### src/rtl/i2c_init_sequencer.sv
// i2c_init_sequencer: walks the ADV7513 init table and issues one 3-byte
// I2C write per entry, with NACK/timeout retry and hot-plug reruns.
module i2c_init_sequencer #(
    parameter logic [7:0] SLAVE_ADDR    = 8'h72,
    parameter int         NUM_REGS      = 12,
    parameter int         MAX_RETRIES   = 3,
    parameter int         STARTUP_DELAY = 20000,
    parameter int         TIMEOUT       = 255,
    parameter int         RETRY_GAP     = 2
) (
    input  logic        clock_100khz,
    input  logic        reset,
    input  logic        init_request,
    input  logic        hpd,
    input  logic        stop,
    input  logic        ack,
    output logic        start,
    output logic [7:0]  slave_address,
    output logic [15:0] register_data,
    output logic        busy,
    output logic        done,
    output logic        error,
    output logic [3:0]  error_index
);

    localparam int CMAX0 = (STARTUP_DELAY > TIMEOUT) ? STARTUP_DELAY : TIMEOUT;
    localparam int CMAX  = (CMAX0 > RETRY_GAP) ? CMAX0 : RETRY_GAP;
    localparam int CW    = $clog2(CMAX + 1);
    localparam int TW    = (MAX_RETRIES < 1) ? 1 : $clog2(MAX_RETRIES + 1);

    localparam logic [CW-1:0] STARTUP_LAST = CW'(STARTUP_DELAY - 1);
    localparam logic [CW-1:0] TIMEOUT_LAST = CW'(TIMEOUT);
    localparam logic [CW-1:0] GAP_LAST     = CW'(RETRY_GAP - 1);
    localparam logic [3:0]    LAST_IDX     = 4'(NUM_REGS - 1);
    localparam logic [TW-1:0] TRIES_MAX    = TW'(MAX_RETRIES);

    typedef enum logic [3:0] {
        S_STARTUP,
        S_IDLE,
        S_LOAD,
        S_ISSUE,
        S_WAIT,
        S_CHECK,
        S_FAIL,
        S_GAP,
        S_DONE,
        S_ERROR
    } state_t;

    state_t        state;
    state_t        state_next;
    logic [CW-1:0] cnt;
    logic [3:0]    idx;
    logic [TW-1:0] tries;
    logic          nack_seen;
    logic          pending;
    logic          hpd_meta;
    logic          hpd_sync;
    logic          hpd_prev;
    logic          hpd_rise;
    logic          rerun;

    logic cnt_clr;
    logic idx_clr;
    logic idx_inc;
    logic tries_clr;
    logic tries_inc;
    logic pend_clr;
    logic clr_flags;

    function automatic logic [15:0] table_entry(input logic [3:0] i);
        case (i)
            4'd0:    table_entry = 16'h4110;
            4'd1:    table_entry = 16'h9803;
            4'd2:    table_entry = 16'h9AE0;
            4'd3:    table_entry = 16'h9C30;
            4'd4:    table_entry = 16'h9D61;
            4'd5:    table_entry = 16'hA2A4;
            4'd6:    table_entry = 16'hA3A4;
            4'd7:    table_entry = 16'hE0D0;
            4'd8:    table_entry = 16'hF900;
            4'd9:    table_entry = 16'h1500;
            4'd10:   table_entry = 16'h1630;
            4'd11:   table_entry = 16'hAF06;
            default: table_entry = 16'h0000;
        endcase
    endfunction

    assign slave_address = SLAVE_ADDR;
    assign hpd_rise      = hpd_sync & ~hpd_prev;
    assign rerun         = pending | hpd_rise;

    always_ff @(posedge clock_100khz) begin
        if (reset) begin
            hpd_meta <= 1'b0;
            hpd_sync <= 1'b0;
            hpd_prev <= 1'b0;
        end else begin
            hpd_meta <= hpd;
            hpd_sync <= hpd_meta;
            hpd_prev <= hpd_sync;
        end
    end

    always_ff @(posedge clock_100khz) begin
        if (reset) begin
            state <= S_STARTUP;
        end else begin
            state <= state_next;
        end
    end

    always_comb begin
        state_next = state;
        cnt_clr    = 1'b0;
        idx_clr    = 1'b0;
        idx_inc    = 1'b0;
        tries_clr  = 1'b0;
        tries_inc  = 1'b0;
        pend_clr   = 1'b0;
        clr_flags  = 1'b0;
        unique case (state)
            S_STARTUP: begin
                if (cnt == STARTUP_LAST) begin
                    state_next = S_LOAD;
                    idx_clr    = 1'b1;
                    tries_clr  = 1'b1;
                    pend_clr   = 1'b1;
                end
            end
            S_IDLE: begin
                if (init_request || rerun) begin
                    state_next = S_LOAD;
                    idx_clr    = 1'b1;
                    tries_clr  = 1'b1;
                    pend_clr   = 1'b1;
                    clr_flags  = 1'b1;
                end
            end
            S_LOAD: begin
                state_next = S_ISSUE;
            end
            S_ISSUE: begin
                state_next = S_WAIT;
                cnt_clr    = 1'b1;
            end
            S_WAIT: begin
                if (!stop) begin
                    state_next = S_CHECK;
                end else if (cnt == TIMEOUT_LAST) begin
                    state_next = S_FAIL;
                end
            end
            S_CHECK: begin
                if (rerun) begin
                    state_next = S_LOAD;
                    idx_clr    = 1'b1;
                    tries_clr  = 1'b1;
                    pend_clr   = 1'b1;
                end else if (nack_seen) begin
                    state_next = S_FAIL;
                end else if (idx == LAST_IDX) begin
                    state_next = S_DONE;
                end else begin
                    state_next = S_LOAD;
                    idx_inc    = 1'b1;
                    tries_clr  = 1'b1;
                end
            end
            S_FAIL: begin
                // a pending hot-plug abandons retries and restarts cleanly
                if (rerun) begin
                    state_next = S_LOAD;
                    idx_clr    = 1'b1;
                    tries_clr  = 1'b1;
                    pend_clr   = 1'b1;
                end else if (tries == TRIES_MAX) begin
                    state_next = S_ERROR;
                end else begin
                    tries_inc  = 1'b1;
                    cnt_clr    = 1'b1;
                    state_next = (RETRY_GAP == 0) ? S_LOAD : S_GAP;
                end
            end
            S_GAP: begin
                if (cnt == GAP_LAST) begin
                    state_next = S_LOAD;
                end
            end
            S_DONE: begin
                state_next = S_IDLE;
            end
            S_ERROR: begin
                state_next = S_IDLE;
            end
            default: begin
                state_next = S_IDLE;
            end
        endcase
    end

    always_ff @(posedge clock_100khz) begin
        if (reset) begin
            cnt       <= '0;
            idx       <= '0;
            tries     <= '0;
            nack_seen <= 1'b0;
            pending   <= 1'b0;
        end else begin
            if (cnt_clr) begin
                cnt <= '0;
            end else if (state == S_STARTUP || state == S_WAIT || state == S_GAP) begin
                cnt <= cnt + 1'b1;
            end

            if (idx_clr) begin
                idx <= '0;
            end else if (idx_inc) begin
                idx <= idx + 4'd1;
            end

            if (tries_clr) begin
                tries <= '0;
            end else if (tries_inc) begin
                tries <= tries + 1'b1;
            end

            if (state == S_LOAD) begin
                nack_seen <= 1'b0;
            end else if (state == S_WAIT) begin
                nack_seen <= nack_seen | ack;
            end

            if (pend_clr) begin
                pending <= 1'b0;
            end else if (hpd_rise) begin
                pending <= 1'b1;
            end
        end
    end

    // outputs are registered from the next state so they line up with it
    always_ff @(posedge clock_100khz) begin
        if (reset) begin
            start         <= 1'b0;
            register_data <= 16'h0000;
            busy          <= 1'b0;
            done          <= 1'b0;
            error         <= 1'b0;
            error_index   <= 4'd0;
        end else begin
            start <= (state_next == S_ISSUE);
            busy  <= !(state_next inside {S_IDLE, S_DONE, S_ERROR});

            if (state == S_LOAD) begin
                register_data <= table_entry(idx);
            end

            if (clr_flags) begin
                done <= 1'b0;
            end else if (state_next == S_DONE) begin
                done <= 1'b1;
            end

            if (clr_flags) begin
                error <= 1'b0;
            end else if (state_next == S_ERROR) begin
                error       <= 1'b1;
                error_index <= idx;
            end
        end
    end

endmodule

### config.mk
export PLATFORM = sky130hd
export DESIGN_NAME = i2c_init_sequencer
export DESIGN_NICKNAME = d
export VERILOG_FILES = /design/src/rtl/i2c_init_sequencer.sv
export SDC_FILE = /design/constraint.sdc
export NUM_CORES = 1
export LEC_CHECK = 0
export BUFFER_PORTS_ARGS = -buffer_cell sky130_fd_sc_hd__buf_2
export CAP_MARGIN = 15
export CORE_MARGIN = 5
export CORE_UTILIZATION = 50
export DETAILED_ROUTE_END_ITERATION = 6
export HOLD_SLACK_MARGIN = 0.05
export PLACE_DENSITY = 0.75
export SYNTH_ARGS = -nofsm -noshare
export SYNTH_HDL_FRONTEND = slang
export SYNTH_SLANG_ARGS = --single-unit
### constraint.sdc
create_clock -name clock_100khz -period 1.7 [get_ports clock_100khz]
set_input_delay 0.255 -clock clock_100khz [delete_from_list [all_inputs] [get_ports clock_100khz]]
set_output_delay 0.255 -clock clock_100khz [all_outputs]
set_load 0.05 [all_outputs]
==> results of run 1 <==
-- cell families after synthesis --
logic type,share of synthesized area (%)
AO/OA/AOI/OAI,14.5
XOR/XNOR,5.69
other,0.271
adder cells (fa/ha/maj),4.06
multiplexers,3.61
flip-flops,38.3
buffers and inverters,6.68
AND/OR/NAND/NOR,26.9
-- power groups by stage --
stage | Sequential, µW | Clock, µW | Combinational, µW
2_1_floorplan | 1530 | 0 | 363
3_3_place_gp | 1390 | 0 | 715
3_5_place_dp | 1390 | 0 | 717
4_1_cts | 1360 | 769 | 721
5_1_grt | 1380 | 825 | 812
6_report | 1360 | 757 | 748
-- per-layer routing --
layer / track usage, % / vias to the layer above
li1: - / 1222
met1: 25.7 / 1172
met2: 30.1 / 76
met3: 4.12 / 12
met4: 4.03 / 0
met5: 0 / -
-- Yosys cell counts (4+ instances only) --
library cell  instances
clkbuf_1              9
a211oi_1              5
nand3_1              10
inv_1                 9
nor3_1               14
a21oi_1              12
a311oi_1              5
nand4_1               7
xnor2_1               6
nor2_1               40
buf_2                 4
mux2i_1              10
buf_4                10
dfxtp_1              53
o21ai_0               4
ha_1                  9
nand2_1              27
xor2_1               12
nand2b_1              6
nor2b_1              10
-- registers in the layout (all words and copies together), names as in the netlist, 2 cells and up --
name / count
cnt: 15
error_index: 4
idx: 4
register_data: 15
state: 4
tries: 2
-- worst max-delay path, cell delays in order (launching register included) --
cell and delay, ps:
dfxtp_2 330, or3_4 380, or4_4 460, o21ai_4 150, o311a_1 230, a311oi_2 110
-- final timing paths --
kind	to	start	cells past startpoint
max	busy$_SDFF_PP0_	cnt[12]$_SDFFE_PP0P_	5
min	hpd_meta$_SDFF_PP0_	hpd	2
max reg2reg	busy$_SDFF_PP0_	cnt[12]$_SDFFE_PP0P_	5
min reg2reg	register_data[5]$_SDFFE_PP0P_	register_data[5]$_SDFFE_PP0P_	2
-- layout by cell type, fill, tap and decap left out, types with 2 or more instances in the layout --
cell type  Yosys  layout
a211oi_1       5       5
a21boi_0       2       2
a21oi_1       12      12
a21oi_2        3       3
a311oi_1       5       5
and3_1         3       3
buf_2          4      28
buf_4         10      48
clkbuf_8       0       6
conb_1         2       9
dfxtp_1       53      46
dfxtp_2        0       7
ha_1           9       9
inv_1          9       9
mux2i_1       10      10
nand2_1       27      27
nand2b_1       6       5
nand3_1       10       8
nand3_2        0       2
nand4_1        7       7
nor2_1        40      40
nor2_2         3       3
nor2b_1       10       8
nor2b_2        0       2
nor3_1        14      10
nor3_2         3       4
nor3_4         0       3
o211ai_1       2       2
o21a_1         2       2
o21ai_0        4       4
o311ai_1       0       2
or3_1          3       2
or3_4          1       2
or4_4          1       2
xnor2_1        6       6
xor2_1        12      12
-- layout make-up --
type	instances	area share, %
Clock buffer	6	2.39
Clock inverter	2	0.398
Inverter	10	1.09
Multi-Input combinational cell	237	47.2
Sequential cell	53	30.9
Tap cell	72	2.60
Timing Repair Buffer	78	15.4
-- per-stage QoR --
step           instance area (µm²)  power [µW]
2_1_floorplan                 2800        1890
3_5_place_dp                  3260        2110
6_report                      3460        2870
5_1_grt                       3460        3010
3_3_place_gp                  3260        2100
4_1_cts                       3380        2850
-- timing repair --
item                       CTS  global route
pin swaps                    3             8
buffers inserted             2             3
setup endpoints to repair   15            26
resized for setup            3            23
==> impl_results.md, run 1 <==
- Total grt overflow: 0
- Internal power contribution: slightly below 2000 µW
- Post-Syn Instances: around 320
- Outcome: finished, violations left
- Share of final-layout standard cells stronger than drive strength 1: about 32%
- MaxCap Viol Count: 0
- WHS: ~170 ps
- Maximum clock rate: approximately 560 MHz
- Sum of routed wire length over all layers: around 6.6 mm
- Clock slew at the register clock pins of the worst setup and hold paths: ~90 ps
- Met3 routed wirelength: about 400 µm
- Clock latency on the worst-skew pair: 310 ps
- EDFF count, synth: 0
- Initial cell density of the core: approximately 51%
- Vias in the first global route: about 2,300
- WS Path Type: reg2reg
- Maximum fanout encountered on the critical timing path: 2
- Class of the most critical hold timing path: in2reg
- Number of remaining DRC errors: 0
- Syn avg cell area: 8.69 µm²
- Fraction of post-synthesis cell area in the top cell type by area: 38.3%
- Post-DR vias/cell: 5.42
- Placed cell count: roughly 450
- Number of pins with negative max-slew slack in the final report: 0
- # fillers: 480
- CTS tree: yes
- Reported net switching power: ~950 µW
- #FFs+latches synth: 53
- Part of the Yosys area used for sequential elements: a little under two fifths
- Sum of negative setup slack: -537 ps
- Type of element capturing the critical path: flip-flop
- Diodes inserted: 0
- Die Wd: approximately 84 µm
- Number of I/O pins: 38
- Clock net sink count: between 50 and 60
- Number of I/O port buffers: 28
- Number of distinct library cells after synthesis: 60
- Leading register cell type out of synthesis: dfxtp_1
- Worst-Margin Slew: slightly below 500 ps
- Minimum clock period: roughly 1800 ps
- Amount of wire on met2 after detailed routing: about 3.1 mm
- Startpoint type of the worst setup path: flip-flop
- Chip height: roughly 84 µm
- Non-filler instance count after layout: about 460
- Number of warning messages in the yosys log: 0
- Synthesis-to-finish area growth: 24.8%
- Die area: around 7100 µm²
- Max VDD drop: around 530 µV
- Largest cells by area after synthesis: dfxtp_1, nor2_1, ha_1
- Routed vias: 2,482
- Violated checks: negative setup slack
- Setup Viol. Count Final: 10
- Leak Pwr: 0.00143 µW
- Iteration-0 DRC Markers: about 180
- Netlist area before placement: approximately 2800 µm²
- Reg power frac: 47.6%
- Total count of hold-check failures in the final report: 0
- Pre-CTS setup slack: -41.0 ps
- Max layer used: met4
- Gr usage total: between 10% and 20%
- Average wire length per cell after detail routing: 14.5 µm
- Clock tree buffer depth: 2
- Initial antenna violation count: 0
- Worst R2R Setup Slack: -90 ps
- Post-route clock skew: roughly 6.3 ps
- Row count: 27
- Final nets: 400
- H-tree levels: 2
- Top cell type by total area after synthesis: dfxtp_1
- Pwr per Cell Area: about 830 nW/µm²
- Register area: around 1100 µm²
- Setup repair after global routing missed its margin: yes
- Part of the power in combinational logic: a little over a quarter
- Clock Power Share: 26.4%
- Utilization after layout: around 64%
- Hold_buf cts: 0
- Half-perimeter wire length after placement: between 4 and 5 mm
- Number of iterations in the first detailed-routing pass: 5
- Gp weighted congestion: roughly 0.93
- Ratio of final minimum period to clock period: 105%
- Area of combinational cells with multiple inputs: approximately 1600 µm²
- Post-route ant nets: 0
- Share of synthesized registers carrying an async set or reset: 0%
- Area inside the core boundary: roughly 5400 µm²
- Num CTS Buffers: 5
- Pin count of the biggest net entering global routing: 31
- Wire length of the first global-routing pass: around 11 mm
- Fin worst setup slack: -89.1 ps
- Crit path DAT: 1970 ps
- Switching Share: around 33%
- Max-slew headroom: between 60% and 70%
- Required time of the critical path: ~1900 ps
- Detailed-route wire length on metal 1: about 3.0 mm
- Clock root cell: clkbuf_8
(Power assumes the default switching activity.)
==> inputs of run 2 (changes only) <==
--- a/config.mk
+++ b/config.mk
@@ -5,6 +5,7 @@
 export SDC_FILE = /design/constraint.sdc
 export NUM_CORES = 1
 export LEC_CHECK = 0
+export ABC_AREA = 1
 export BUFFER_PORTS_ARGS = -buffer_cell sky130_fd_sc_hd__buf_2
 export CAP_MARGIN = 15
 export CORE_MARGIN = 5
==> run 2 against run 1 <==
  * The flow now finishes without violations
  * Non-clock buffer count decreased by 41
  * Critical path depth increased by 2
  * Flip-flop and latch count unchanged
  * Synthesized area increased by 2.2%
  * Combinational power decreased by 83%
  * Synthesized cell count increased by 26%
  * Core utilization decreased by 6.7 points
  * Final area decreased by 9.4%
  * Cell count increased by 10%
  * Die area increased by 2.0%
  * Largest cell class unchanged
  * Highest routed layer unchanged
==> impl_results.md, run 2 <==
- Outcome: finished clean
- Total count of hold-check failures in the final report: 0 (unchanged)
- Number of iterations in the first detailed-routing pass: 5 (unchanged)
- Share of synthesized registers carrying an async set or reset: 0% (unchanged)
- Total grt overflow: 0 (unchanged)
- Clock root cell: clkbuf_8
- Syn avg cell area: 7.03 µm² (-19%)
- Number of remaining DRC errors: 0 (unchanged)
- Iteration-0 DRC Markers: 135 (-25%)
- Post-synth top cells: nand2_1, dfxtp_1, nor2_1, inv_1, a21oi_1
- Startpoint type of the worst setup path: flip-flop
- #FFs+latches synth: 53 (unchanged)
- Hold_buf cts: 0 (unchanged)
- Class of the most critical hold timing path: in2reg
- H-tree levels: 2 (unchanged)
- Fraction of post-synthesis cell area in the top cell type by area: 37.5% (-0.83 points)
- Max VDD drop: 357 µV (-32%)
- Post-DR vias/cell: 5.12 (-5.5%)
- Final nets: 450 (+13%)
- Top cell type by total area after synthesis: dfxtp_1
- Initial cell density of the core: 51.4% (+0.49 points)
- Maximum fanout encountered on the critical timing path: 7 (+5)
- # fillers: 517 (+7.7%)
- Number of distinct library cells after synthesis: 40 (-33%)
- Power after layout: 2050 µW (-28%)
- Number of warning messages in the yosys log: 0 (unchanged)
- Part of the Yosys area used for sequential elements: 37.5% (-0.83 points)
- Leading cell type in the layout, fill and taps excluded: nand2_1
- Wire length of the first global-routing pass: 10.6 mm (-4.5%)
- Share of final-layout standard cells stronger than drive strength 1: 16.4% (-16 points)
- Post-route clock skew: 8.05 ps (+1.72 ps)
- Largest regs: cnt (15), register_data (15)
- WS Path Type: reg2reg
- Number of pins with negative max-slew slack in the final report: 0 (unchanged)
- CP peak stage delay: 460 ps (about the same)
- Number of I/O port buffers: 28 (unchanged)
- Clock slew at the register clock pins of the worst setup and hold paths: 90 ps (about the same)
- Crit path DAT: 1810 ps (-160 ps)
- Leak Pwr: 0.00138 µW (-3.8%)
- Chip height: 85.3 µm (+0.97%)
- Cell at the slowest stage of the critical path: dfxtp_1
- WHS: 163 ps (-6.24 ps)
- Clock net sink count: 53 (unchanged)
- Leading register cell type out of synthesis: dfxtp_1
- Routed vias: 2,592 (+4.4%)
- Utilization after layout: 56.9% (-6.7 points)
- Pwr per Cell Area: 655 nW/µm² (-21%)
- Area inside the core boundary: 5510 µm² (+1.2%)
- Initial antenna violation count: 0 (unchanged)
- Most used cells in the layout excluding fill and tap cells: nand2_1, nor2_1, dfxtp_1
- Sum of routed wire length over all layers: 6.31 mm (-5.0%)
- Cell-by-cell listing of the critical path: nand2_2 -> nor2_2 -> clkinvlp_4 -> buf_4 -> nor2_1 -> nand3_1 -> nand2_1
- Vias in the first global route: 2,345 (+1.2%)
- Row count: 27 (unchanged)
- Pre-CTS setup slack: 73.4 ps (+114 ps)
- Clock tree buffer depth: 2 (unchanged)
- Gp weighted congestion: 0.875 (-5.6%)
- Die area: 7270 µm² (+2.0%)
- Gr usage total: 17.5% (-1.2 points)
- Ratio of final minimum period to clock period: 91.6% (-14 points)
- EDFF count, synth: 0 (unchanged)
- Half-perimeter wire length after placement: 4.79 mm (+0.44%)
- Fin worst setup slack: 142 ps (+231 ps)
- Average wire length per cell after detail routing: 12.5 µm (-14%)
- Minimum clock period: 1560 ps (-231 ps)
- MaxCap Viol Count: 0 (unchanged)
- Setup Viol. Count Final: 0 (-10)
- Maximum clock rate: 642 MHz (+15%)
- Post-Syn Instances: 403 (+26%)
- CTS tree: yes
- Type of element capturing the critical path: flip-flop
- Pin count of the biggest net entering global routing: 17 (-45%)
- Largest cells by area after synthesis: dfxtp_1, nand2_1, a21oi_1
- Synthesis-to-finish area growth: 10.6%
- Clock latency on the worst-skew pair: 300 ps (about the same)
- Die Wd: 85.3 µm (+0.97%)
- Required time of the critical path: 1950 ps (+60 ps)
- Post-route ant nets: 0 (unchanged)
- Netlist area before placement: 2830 µm² (+2.2%)
- Count leader, synth: nand2_1
- Number of I/O pins: 38 (unchanged)
- Diodes inserted: 0 (unchanged)
- Num CTS Buffers: 5 (unchanged)
run 2: cell types whose count changed after synthesis, sizes merged, moves of 14 or more:
cell / before / now
a21oi: 15 / 42
inv: 9 / 50
nand2: 27 / 83
nand3: 10 / 28
nor2: 43 / 60
o21ai: 5 / 19
run 2: per-stage QoR:
| stage | cell area, µm² | instances | setup TNS [ps] |
|---|---|---|---|
| 6_report | 3130 | 506 | 0 |
| 5_1_grt | 3130 | 506 | -16.0 |
| 4_1_cts | 3080 | 503 | 0 |
| 3_5_place_dp | 3010 | 497 | 0 |
| 3_3_place_gp | 3010 | 497 | 0 |
| 2_1_floorplan | 2860 | 410 | 0 |
run 2: logic make-up (layout without fill, tap and decap cells):
family | count (synthesis) | in the layout | synth area share (%)
AO/OA/AOI/OAI | 69 | 69 | 13.1
flip-flops | 53 | 53 | 37.5
AND/OR/NAND/NOR | 193 | 193 | 31.8
other | 2 | 9 | 0.265
XOR/XNOR | 7 | 7 | 2.16
buffers and inverters | 70 | 94 | 11.2
adder cells (fa/ha/maj) | 9 | 9 | 3.98
run 2: worst paths after layout:
path	startpoint	endpoint	slack [ps]	depth (start not counted)
worst min-delay path	hpd	hpd_meta$_SDFF_PP0_	160	3
worst max-delay path	state[1]$_SDFF_PP0_	register_data[8]$_SDFFE_PP0P_	140	7
worst min register to register	hpd_meta$_SDFF_PP0_	hpd_sync$_SDFF_PP0_	420	2
worst max register to register	state[1]$_SDFF_PP0_	register_data[8]$_SDFFE_PP0P_	140	7
run 2: routing by layer:
metal  up-vias  wire length (µm)  global-route usage (%)
li1       1338                 -                       -
met1      1182              2880                    22.6
met2        63              2990                    29.4
met3         9               385                    3.88
met4         0                57                    4.46
met5         -                 0                       0
run 2: repair_timing:
item | in CTS | in global routing
resized for setup | 0 | 8
buffers inserted | 0 | 3
setup endpoints to repair | 0 | 6
run 2: where the power goes:
part           total, µW  internal, µW  leakage [µW]  switching [µW]
clock network        664           272     0.0000399             391
logic                128          29.6      0.000907            98.4
registers           1260          1250      0.000430            10.7
total               2050          1550       0.00138             501
run 2: worst max-delay path: cells and delay by family, from the launching register on:
kind                   cells  cell delay, ps
buffers and inverters      2             410
flip-flops                 1             460
AND/OR/NAND/NOR            5             630
run 2: area by class of cell:
cell class                      count  area (µm²)  area share, %
Tap cell                           72        90.1           2.88
Multi-Input combinational cell    287        1500           47.8
Timing Repair Buffer               37         208           6.63
Clock buffer                        5        68.8           2.20
Clock inverter                      1        5.00          0.160
Inverter                           51         195           6.23
Sequential cell                    53        1070           34.1
==> inputs of run 3 (changes only) <==
--- a/config.mk
+++ b/config.mk
@@ -12,7 +12,7 @@
 export CORE_UTILIZATION = 50
 export DETAILED_ROUTE_END_ITERATION = 6
 export HOLD_SLACK_MARGIN = 0.05
-export PLACE_DENSITY = 0.75
+export PLACE_DENSITY = 0.72
 export SYNTH_ARGS = -nofsm -noshare
 export SYNTH_HDL_FRONTEND = slang
 export SYNTH_SLANG_ARGS = --single-unit
==> run 3 against run 2 <==
  * Core utilization fell by 0.091 points
  * Critical path depth is 2 lower
  * Worst setup slack better by 52 ps
  * Count of clock-buffer cells in the layout grew 1
  * Critical endpoint is now register_data[4]$_SDFFE_PP0P_
  * Largest cell class unchanged
  * Fmax up 3.4%
  * Non-clock buffer count unchanged
  * Cell count up 0.20%
  * Global-route usage up 0.27 points
  * Die area unchanged
==> impl_results.md, run 3 (synthesis results as in run 2) <==
- Detailed-route wire length on metal 1: 2.91 mm (+1.2%)
- Non-filler instance count after layout: 507 (+0.20%)
- WS Path Type: reg2reg
- Launch point of the worst reg-to-reg path: state[1]$_SDFF_PP0_
- Amount of wire on met2 after detailed routing: 3.04 mm (+1.4%)
- Total grt overflow: 0 (unchanged)
- H-tree levels: 2 (unchanged)
- Maximum fanout encountered on the critical timing path: 15 (+8)
- MaxCap Viol Count: 0 (unchanged)
- Pwr per Cell Area: 677 nW/µm² (+3.3%)
- Met3 routed wirelength: 284 µm (-26%)
- Clock root cell: clkbuf_8
- Gp weighted congestion: 0.908 (+3.8%)
- Crit path DAT: 1700 ps (-110 ps)
- Startpoint type of the worst setup path: flip-flop
- Largest regs: cnt (15), register_data (15)
- Buffering stage count on the worst path with inverters included: 1 (-1)
- Setup repair after global routing missed its margin: no
- Maximum clock rate: 664 MHz (+3.4%)
- Max layer used: met4
- Average wire length per cell after detail routing: 12.4 µm (-0.47%)
- Cell-by-cell listing of the critical path: nand2_2 -> nor2_2 -> inv_1 -> a31oi_1 -> a21oi_1
- Number of iterations in the first detailed-routing pass: 4 (-1)
- Die Wd: 85.3 µm (unchanged)
- Max VDD drop: 409 µV (+14%)
- Iteration-0 DRC Markers: 98 (-27%)
- Chip height: 85.3 µm (unchanged)
- Number of I/O port buffers: 28 (unchanged)
- Ratio of final minimum period to clock period: 88.6% (-3.0 points)
- Cell at the slowest stage of the critical path: dfxtp_1
- Post-route clock skew: 10.5 ps (+2.49 ps)
- Clock net sink count: 53 (unchanged)
- Startpoint of the most critical hold path: hpd
- Diodes inserted: 0 (unchanged)
- Clock slew at the register clock pins of the worst setup and hold paths: 90 ps (about the same)
- Leading cell type in the layout, fill and taps excluded: nand2_1
- Placed cell count: 500 (+0.60%)
- Area of combinational cells with multiple inputs: 1480 µm² (-1.0%)
- Worst R2R Setup Slack: 190 ps (+50 ps)
- Share of final-layout standard cells stronger than drive strength 1: 16.3% (-0.038 points)
- Synthesis-to-finish area growth: 10.4%
- Outcome: finished clean
- Minimum clock period: 1510 ps (-51.7 ps)
- Total count of hold-check failures in the final report: 0 (unchanged)
- Setup Viol. Count Final: 0 (unchanged)
- Gate family responsible for the most delay along the worst path: flip-flops
- Half-perimeter wire length after placement: 4.77 mm (-0.29%)
- Number of remaining DRC errors: 0 (unchanged)
- Sum of routed wire length over all layers: 6.30 mm (-0.27%)
- Area inside the core boundary: 5510 µm² (unchanged)
- Required time of the critical path: 1890 ps (-60 ps)
- Register area: 1060 µm² (-0.23%)
- Clock latency on the worst-skew pair: 300 ps (about the same)
- CP peak stage delay: 480 ps (+20 ps)
- Initial cell density of the core: 51.4% (unchanged)
- Sum of negative setup slack: 0 ps (unchanged)
- Number of I/O pins: 38 (unchanged)
- Type of element capturing the critical path: flip-flop
- Initial antenna violation count: 0 (unchanged)
- Number of pins with negative max-slew slack in the final report: 0 (unchanged)
- Post-route ant nets: 0 (unchanged)
- Gr usage total: 17.8% (+0.27 points)
- Post-CTS Setup Inserts: 0 (unchanged)
- Post-DR vias/cell: 5.09 (-0.58%)
- Vias in the first global route: 2,474 (+5.5%)
- Pin count of the biggest net entering global routing: 17 (unchanged)
- # fillers: 551 (+6.6%)
- Startpoint of the worst setup timing path: state[1]$_SDFF_PP0_
- Routed vias: 2,582 (-0.39%)
- Hold_buf cts: 0 (unchanged)
- Num CTS Buffers: 5 (unchanged)
- Wire length of the first global-routing pass: 10.8 mm (+2.1%)
- Leak Pwr: 0.00138 µW (+0.40%)
- Row count: 27 (unchanged)
- Class of the most critical hold timing path: in2reg
- Final nets: 450 (unchanged)
- Die area: 7270 µm² (unchanged)
- CTS tree: yes
- Clock tree buffer depth: 2 (unchanged)
- Most used cells in the layout excluding fill and tap cells: nand2_1, nor2_1, dfxtp_1
[run 3: area by class of cell]
cell class	instances	share of cell area, %
repair buffers	37	6.64
clock buffers	6	2.64
well taps	72	2.88
clock inverters	1	0.240
multi-input cells	287	47.4
inverters	51	6.12
flip-flops and latches	53	34.0
[run 3: through the flow]
stage	setup WS (ps)	total power, µW	instance area, µm²	utilization [%]	hold WS (ps)
after floorplan	281	1410	2860	-	362
after global placement	183	1420	3030	55.1	403
after detailed placement	117	1420	3030	55.1	405
after CTS	89.8	2140	3120	56.7	164
after global routing	2.12	2200	3130	56.8	187
final	194	2120	3130	56.8	168
[run 3: repair_timing]
item	in CTS	in global routing
endpoints found under the hold margin	0	0
setup endpoints to repair	0	2
gates resized for setup	0	4
[run 3: worst register-to-register path: cells and delay by family (launching register included)]
family / cells / cell delay (ps)
buffers and inverters: 1 / 250
and+or+nand+nor: 2 / 300
AOI/OAI and AO/OA: 2 / 380
DFF: 1 / 480
[run 3: worst paths after layout]
kind / cells past startpoint / end
setup / recovery: 5 / register_data[4]$_SDFFE_PP0P_
hold / removal: 3 / hpd_meta$_SDFF_PP0_
setup reg to reg: 5 / register_data[4]$_SDFFE_PP0P_
hold reg to reg: 2 / hpd_sync$_SDFF_PP0_
[run 3: power breakdown]
part	total (µW)	switching, µW	internal, µW
clock	726	403	323
sequential	1260	10.7	1250
combinational	128	98.6	29.8
total	2120	512	1610
[run 3: metal layers]
| layer | track usage, % | up-vias |
|---|---|---|
| li1 | - | 1333 |
| met1 | 22.6 | 1178 |
| met2 | 31.1 | 62 |
| met3 | 3.40 | 9 |
| met4 | 3.88 | 0 |
| met5 | 0 | - |
